$ cat config.mk
export PLATFORM = sky130hd
export DESIGN_NAME = r16_fft_ctrl
export DESIGN_NICKNAME = d
export VERILOG_FILES = /design/src/rtl/r16_fft_ctrl.sv
export SDC_FILE = /design/constraint.sdc
export NUM_CORES = 1
export LEC_CHECK = 0
export BUFFER_PORTS_ARGS = -buffer_cell sky130_fd_sc_hd__buf_2
export CORE_MARGIN = 1
export CORE_UTILIZATION = 40
export CTS_CLUSTER_SIZE = 12
export DETAILED_ROUTE_END_ITERATION = 10
export GPL_TIMING_DRIVEN = 0
export SYNTH_ARGS = -nofsm -noshare
export SYNTH_HDL_FRONTEND = slang
export SYNTH_SLANG_ARGS = --single-unit
$ cat constraint.sdc
create_clock -name clk -period 3.46 [get_ports clk]
set_input_delay 0 -clock clk [delete_from_list [all_inputs] [get_ports clk]]
set_output_delay 0 -clock clk [all_outputs]
set_load 0.01 [all_outputs]
$ cat src/rtl/r16_fft_ctrl.sv
// r16_fft_ctrl -- frame sequencer for the radix-16 16384-point FFT datapath.
//
// Moves one frame through LOAD -> COMP -> DRAIN -> UNLOAD -> FLUSH -> DONE
// and generates the AGU controls (AGU_en, rc_sel_in, wrfd_en_in) plus the
// frame-level busy/done handshakes.
//
// Ports
//   clk        rising-edge clock
//   rst        synchronous active-high reset
//   start      frame request; only looked at in IDLE
//   abort      cancel the current frame from any state (no done)
//   in_valid   input word present
//   in_ready   block accepts input words (LOAD)
//   wrfd_en    -> AGU wrfd_en_in; accepted input word this cycle
//   agu_en     -> AGU AGU_en; high in COMP and UNLOAD
//   rc_sel     -> AGU rc_sel_in; row/column read mode, high in UNLOAD
//   out_valid  memory read port carries a valid result word
//   stage      compute stage (cnt[12:10]) during COMP, else 0
//   busy       any state other than IDLE
//   done       one-cycle pulse at frame completion
module r16_fft_ctrl #(
  parameter int CNT_W      = 13,
  parameter int LOAD_LEN   = 1024,
  parameter int COMP_LEN   = 4144,
  parameter int DRAIN_LEN  = 2,
  parameter int UNLOAD_LEN = 1026,
  parameter int RD_LAT     = 2
) (
  input  logic       clk,
  input  logic       rst,
  input  logic       start,
  input  logic       abort,
  input  logic       in_valid,
  output logic       in_ready,
  output logic       wrfd_en,
  output logic       agu_en,
  output logic       rc_sel,
  output logic       out_valid,
  output logic [2:0] stage,
  output logic       busy,
  output logic       done
);

  typedef enum logic [2:0] {
    S_IDLE, S_LOAD, S_COMP, S_DRAIN, S_UNLOAD, S_FLUSH, S_DONE
  } state_t;

  // Terminal counts, compared at full counter width.
  localparam logic [CNT_W-1:0] LOAD_LAST   = CNT_W'(LOAD_LEN - 1);
  localparam logic [CNT_W-1:0] COMP_LAST   = CNT_W'(COMP_LEN - 1);
  localparam logic [CNT_W-1:0] DRAIN_LAST  = CNT_W'(DRAIN_LEN - 1);
  localparam logic [CNT_W-1:0] UNLOAD_LAST = CNT_W'(UNLOAD_LEN - 1);
  localparam logic [CNT_W-1:0] FLUSH_LAST  = CNT_W'(RD_LAT - 1);
  localparam logic [CNT_W-1:0] CNT_ONE     = CNT_W'(1);

  state_t           state;
  logic [CNT_W-1:0] cnt;
  logic [RD_LAT:1]  vld_pipe;   // read-valid shift register, [RD_LAT] is oldest
  logic             rd_issue;

  // Outputs decode the registered state only; wrfd_en is the single
  // combinational path from an input.
  assign in_ready  = (state == S_LOAD);
  assign wrfd_en   = in_valid & in_ready;
  assign agu_en    = (state == S_COMP) || (state == S_UNLOAD);
  assign rc_sel    = (state == S_UNLOAD);
  assign busy      = (state != S_IDLE);
  assign done      = (state == S_DONE);
  assign stage     = (state == S_COMP) ? 3'(cnt >> 10) : 3'd0;
  assign rd_issue  = agu_en & rc_sel;
  assign out_valid = vld_pipe[RD_LAT];

  // Sequencer. cnt is cleared on every state entry, so each phase counts
  // 0..LEN-1 and the counter never wraps inside a state. abort shares the
  // reset path: it beats every other transition and skips DONE.
  always_ff @(posedge clk) begin
    if (rst || abort) begin
      state <= S_IDLE;
      cnt   <= '0;
    end else begin
      case (state)
        S_IDLE: begin
          cnt <= '0;
          if (start) state <= S_LOAD;
        end
        S_LOAD: begin
          // Gaps in in_valid simply hold the counter.
          if (in_valid) begin
            if (cnt == LOAD_LAST) begin
              state <= S_COMP;
              cnt   <= '0;
            end else begin
              cnt <= cnt + CNT_ONE;
            end
          end
        end
        S_COMP: begin
          if (cnt == COMP_LAST) begin
            state <= S_DRAIN;
            cnt   <= '0;
          end else begin
            cnt <= cnt + CNT_ONE;
          end
        end
        S_DRAIN: begin
          if (cnt == DRAIN_LAST) begin
            state <= S_UNLOAD;
            cnt   <= '0;
          end else begin
            cnt <= cnt + CNT_ONE;
          end
        end
        S_UNLOAD: begin
          if (cnt == UNLOAD_LAST) begin
            state <= S_FLUSH;
            cnt   <= '0;
          end else begin
            cnt <= cnt + CNT_ONE;
          end
        end
        S_FLUSH: begin
          // Holds until the last unload read has left the valid pipe.
          if (cnt == FLUSH_LAST) begin
            state <= S_DONE;
            cnt   <= '0;
          end else begin
            cnt <= cnt + CNT_ONE;
          end
        end
        S_DONE: begin
          state <= S_IDLE;
          cnt   <= '0;
        end
        default: begin
          state <= S_IDLE;
          cnt   <= '0;
        end
      endcase
    end
  end

  // out_valid mirrors the unload reads delayed by the memory read latency.
  always_ff @(posedge clk) begin
    if (rst || abort) begin
      vld_pipe <= '0;
    end else begin
      vld_pipe[1] <= rd_issue;
      for (int i = 2; i <= RD_LAT; i++) vld_pipe[i] <= vld_pipe[i-1];
    end
  end

endmodule

== Yosys cells after proc, flatten, opt, wreduce, memory -nomap -nowiden ==
Index checks and enable logic that the tools add are counted.
Word-level totals
  bits in registers: 18
Operators by class
  add/sub/neg operators: 1
  equal/unequal tests: 17
  muxes and demuxes: 15
  bitwise operators: 2
  reduce and logical (&&, ||, !) cells: 6
Operators by type and width (count)
  $mux 13: 5
  $pmux 13 s4: 1
  $mux 3: 8
  $pmux 3 s6: 1
  $add 13x1->13 const B: 1
  $eq 13x1->1 const B: 1
  $eq 13x10->1 const B: 1
  $eq 13x11->1 const B: 1
  $eq 13x13->1 const B: 1
  $eq 3x3->1 const B: 3
  $ne 2x2->1 const B: 4
  $reduce_and 7->1: 1
  $eq 3x2->1 const B: 2
  $ne 2x1->1 const B: 3
  $eq 3x1->1 const B: 1
  $logic_not 3->1: 1
  $reduce_bool 3->1: 1
  $and 1x1->1: 2
  $logic_or 1x1->1: 2
  $reduce_or 2->1: 1

== Depth between registers and ports, before layout ==
  depth after elaboration: 4
  depth in mapped cells: 8
  mapped depth without buffers: 7

== Worst setup path after synthesis ==
OpenSTA, ideal clock, no wires.
  path type: reg-to-reg
  start point: register state[2]
  end point: register cnt[0]
  arrival time: 1.632 ns
  setup slack: 1.764 ns
  cell stages (with the launch flop): 7
  period minus slack after synthesis: 1.696 ns
  cells stage by stage: dfxtp_1 -> buf_6 -> nor3b_1 -> a22oi_1 -> a211o_2 -> buf_2 -> nor2_1
On the way
  elaborated cells between the ends (all ways): 8
RTL lines
  start, declared: line 56  | state_t state;
  start signal, assigned: line 78  | state <= S_IDLE;
  start signal, assigned: line 84  | if (start) state <= S_LOAD;
  start signal, assigned: line 90  | state <= S_COMP;
  $eq 3x1->1 (*)
  via in_ready: line 34  | output logic in_ready,
  $pmux 13 s4 / $ne 2x2->1 (equally long branches)
  end signal, assigned: line 93  | cnt <= cnt + CNT_ONE;
  end signal, assigned: line 102  | cnt <= cnt + CNT_ONE;
  end signal, assigned: line 110  | cnt <= cnt + CNT_ONE;
  end, declared: line 57  | logic [CNT_W-1:0] cnt;
The timed path passes the listed nets; every way through them passes the cells marked *.
A chain may end at the register's enable or synchronous reset.

== Final worst setup path ==
  start point: register cnt[0]
  end point: register state[1]
On the way
  cells in the longest elaborated chain, start to end: 3
  elaborated cells between the ends (all ways): 10
Ends and longest elaborated chain
  $eq 13x1->1, or another cell as far along: line 106, 123
  $ne 2x2->1 (no line) / $ne 2x1->1 (equally long branches)
  $reduce_and 7->1 (no line) (*)
  end signal, assigned: line 107  | state <= S_UNLOAD;
  end signal, assigned: line 124  | state <= S_DONE;
  end signal, assigned: line 131  | state <= S_IDLE;
Mark *: on every way between the ends. The rest lies on a longest branch, timed or not.

==> results.txt <==
* Cell type with the largest total area after synthesis: sky130_fd_sc_hd__dfxtp_1
* TritonCTS sink count: 18
* Fraction of registers with async set/reset: 0%
* Clock latency of the later-clocked register in the worst-skew pair: 0.29 ns
- In this run the number of H-tree levels came out at 1.
* Relative max-transition margin: 76.45%
- Status: completed
- Counting flops and latches in the post-synthesis netlist gives 18.
- Peak ir drop on the vdd network: 0.0001702 V
- For this design the top-level I/O count stands at 15.
- In the final routed layout, each cell accounts on average for 12.73 um.
- Flop2flop setup slack: 0.97 ns
- The wire-length estimate of the detail-placed layout is 1488 um.
- Type of destination of the critical path: register
- Hold Crit Class: in -> reg
- Maxcap violations: 0
- After the last flow step, the layout net total stands at 139.
- Top area cells in the synthesized netlist: sky130_fd_sc_hd__dfxtp_1 (34%), sky130_fd_sc_hd__xor2_1 (7.5%), sky130_fd_sc_hd__nor2_1 (6.1%)
- Once detail routing completed, the nets flagged for antenna violations numbered 0.
- Met3 Resource Use GR: 4.310%
- Sequential share of the synthesized area: 34.49%
* Synthesized area per cell: 9.498 um2
- The area growth from synthesis to layout is 15.33%.
- The initialized floorplan defines 18 standard-cell rows.
- Kind of cell adding the most delay to the critical path: compound AO/OA/AOI/OAI gates
* Initial drt markers: 8
* Clock transition at the registers of the reported paths: 0.10 ns
- Critical path fanouts, max: 5
- The largest single stage delay on the critical path is 0.58 ns.
* Final setup skew: 0.007303 ns
- For hold timing, the worst endpoint is cnt[1].
- Cell-by-cell listing of the critical path: ha_1 -> nor4b_2 -> nand4_1 -> a32oi_2 -> a31oi_1 -> a2111oi_2 -> dlygate4sd3_1
* Final setup vio count: 0
* Grt peak-use layer: met2
- Worst endpoint data arrival time: 2.73 ns
* Setup fix buffers added after clock tree synthesis: 0
- Number of hold violations in the final report: 0
- Drt first pass iters: 4
* Cell at the root of the clock tree: sky130_fd_sc_hd__clkbuf_4
- The filler cells instantiated in the layout total 253.
- The longest clock path from root to sink contains 2 buffers.
* Count of distinct cell types in the synthesized netlist: 39
- Cell with the most instances after synthesis: sky130_fd_sc_hd__dfxtp_1
- Standard cell core area: 0.002477 mm2
- STA classifies the critical path startpoint as a register.
* Leak Pwr: 0.4783 nW
* Time the final worst path needs with I/O delays and setup: 2.487 ns
- Slowest stage cell on the critical path: sky130_fd_sc_hd__dlygate4sd3_1
- Synth top area share: 34.49%
* GR Util met1: 22.09%
* Total die area: 0.002820 mm2
- Global-route wire length before repair: 3174 um
- Required time of the critical path: 3.70 ns
* Gate count after technology mapping: 110
- The final route contains 837 vias.
- Critical path buffers and inverters: 1
* Post-Synthesis Cell Area: 0.001045 mm2
* Via-to-Cell Ratio: 5.231
- Diode insertion count for antenna repair: 0
* Drt total wl: 2036 um
* CTS tree: yes
- For this configuration, the core starts out at a cell density of 42.17%.
- Number of synthesis warnings: 0
- CTS buffer count: 3
* Worst-Margin Slew: 0.3525 ns
* GP Congestion: 0.8034
- RSZ-0062 raised after global routing: false
- Across all hold checks on the routed design, the worst slack comes to 0.1759 ns.
- The worst hold path passes through 4 cells.
* Worst Setup Path Type: reg -> reg
* Synth cell count leaders: sky130_fd_sc_hd__dfxtp_1 (18), sky130_fd_sc_hd__nor2_1 (17), sky130_fd_sc_hd__xor2_1 (9)
* Achievable Freq: 402.1 MHz
* Vias in the first global route: 715
- Total negative slack for setup checks: 0 ns
- Initial antenna violation count: 0
- Prevailing post-synth register cell: sky130_fd_sc_hd__dfxtp_1
* Number of pins exceeding their max-slew limit in the final report: 0
- Hold path startpoint: in_valid
- Across every metal layer, demand over resource in global routing totals 16.44%.
* Share of cells above drive strength 1: 27.69%
- Counting flops with a built-in enable in the synthesized netlist gives 0.
* Count of unresolved DRC violations after routing: 0
- Entering global routing, the biggest net connects 11 pins.
* Vertical die dimension: 53.11 um
- When the netlist entered floorplanning its net count stood at 117.
- Reg-to-reg critical path endpoint: state[1]
- Counting cells, the worst reg-to-reg path comes to 7.
- Count of buffers from port buffering: 14
- For this design the ratio of total power to cell area is 290.6 mW/mm2.
- The worst path uses 71.88% of the clock period.
* Die Wd: 53.11 um
* Met2 Track Usage GR: 23.00%
- FF-to-FF Start: cnt[0]
- Sum of overflow across all layers after global routing: 0
[tightest hold or removal path: cells and delay by family]
| family | cells | cell delay, ns |
|---|---|---|
| AOI/OAI and AO/OA | 1 | 0.07 |
| buffers and inverters | 2 | 0.22 |
| and+or+nand+nor | 1 | 0.13 |
[worst max-delay path by stage]
stage | start | end | slack (ns) | depth (start not counted)
after floorplan | state[2] | cnt[0] | 1.76 | 6
after global placement | cnt[0] | cnt[3] | 1.52 | 7
after detailed placement | cnt[0] | cnt[0] | 1.48 | 7
after CTS | cnt[0] | state[1] | 0.98 | 7
after global routing | cnt[0] | state[1] | 0.84 | 7
final | cnt[0] | state[1] | 0.97 | 7
[what timing repair did]
item,in CTS,in global routing
hold buffers,3,0
gates resized for setup,0,0
endpoints found under the hold margin,5,0
[per-stage QoR]
| step | area [um2] | utilization, % | total power, W | worst slack, ns | cells |
|---|---|---|---|---|---|
| 2_1_floorplan | 1045 | - | 0.0002363 | 1.764 | 110 |
| 3_3_place_gp | 1152 | 46.52 | 0.0002463 | 1.521 | 154 |
| 3_5_place_dp | 1152 | 46.52 | 0.0002470 | 1.477 | 154 |
| 4_1_cts | 1205 | 48.64 | 0.0003540 | 0.9803 | 160 |
| 5_1_grt | 1205 | 48.64 | 0.0003673 | 0.8359 | 160 |
| 6_report | 1205 | 48.64 | 0.0003502 | 0.9731 | 160 |
[flip-flops by register name, indices dropped and copies added, names as in the netlist]
signal / count
state: 3
vld_pipe: 2
cnt: 13
[final cells by class]
| type | instances | area [um2] | area share [%] |
|---|---|---|---|
| well taps | 30 | 37.54 | 3.115 |
| plain buffers | 5 | 50.05 | 4.154 |
| clock buffers | 3 | 22.52 | 1.869 |
| inverters | 1 | 3.754 | 0.3115 |
| repair buffers | 17 | 100.1 | 8.307 |
| flip-flops and latches | 18 | 360.3 | 29.91 |
| multi-input cells | 86 | 630.6 | 52.34 |
[metal layers]
metal / part of all wire (%) / vias to the layer above
li1: - / 437
met1: 53 / 384
met2: 42 / 12
met3: 2.8 / 4
met4: 2.0 / 0
met5: 0 / -
[layout by cell type (no fill, tap or decap), types with 2 or more instances in the layout]
master,count
sky130_fd_sc_hd__nor2b_1,2
sky130_fd_sc_hd__dfxtp_1,18
sky130_fd_sc_hd__and3_1,4
sky130_fd_sc_hd__clkbuf_4,3
sky130_fd_sc_hd__buf_2,15
sky130_fd_sc_hd__buf_6,4
sky130_fd_sc_hd__nand4_1,6
sky130_fd_sc_hd__ha_1,2
sky130_fd_sc_hd__nor2_1,17
sky130_fd_sc_hd__and3b_1,2
sky130_fd_sc_hd__nand3_1,2
sky130_fd_sc_hd__a2111oi_2,2
sky130_fd_sc_hd__xor2_1,9
sky130_fd_sc_hd__dlygate4sd3_1,3
sky130_fd_sc_hd__a211oi_1,2
sky130_fd_sc_hd__and2_1,3
sky130_fd_sc_hd__xnor2_1,4
sky130_fd_sc_hd__nand2_1,6
sky130_fd_sc_hd__nor3b_1,2
sky130_fd_sc_hd__and3_2,2
sky130_fd_sc_hd__a31oi_1,2
[kinds of logic (layout without fill, tap and decap cells)]
family | Yosys count | after routing | share of synthesized area (%)
buf+inv | 6 | 26 | 5.149
xor+xnor | 13 | 13 | 10.90
simple gates | 61 | 61 | 37.84
fa+ha+maj | 2 | 2 | 2.395
compound gates | 10 | 10 | 9.221
flops | 18 | 18 | 34.49
[where the power goes]
part | total [W] | internal, W | switching, W
clock | 0.000106 | 0.0000405 | 0.0000653
sequential | 0.000210 | 0.000209 | 0.00000185
combinational | 0.0000340 | 0.0000165 | 0.0000175
total | 0.000350 | 0.000266 | 0.0000847
Note: power is estimated with default switching activity, not from simulation.
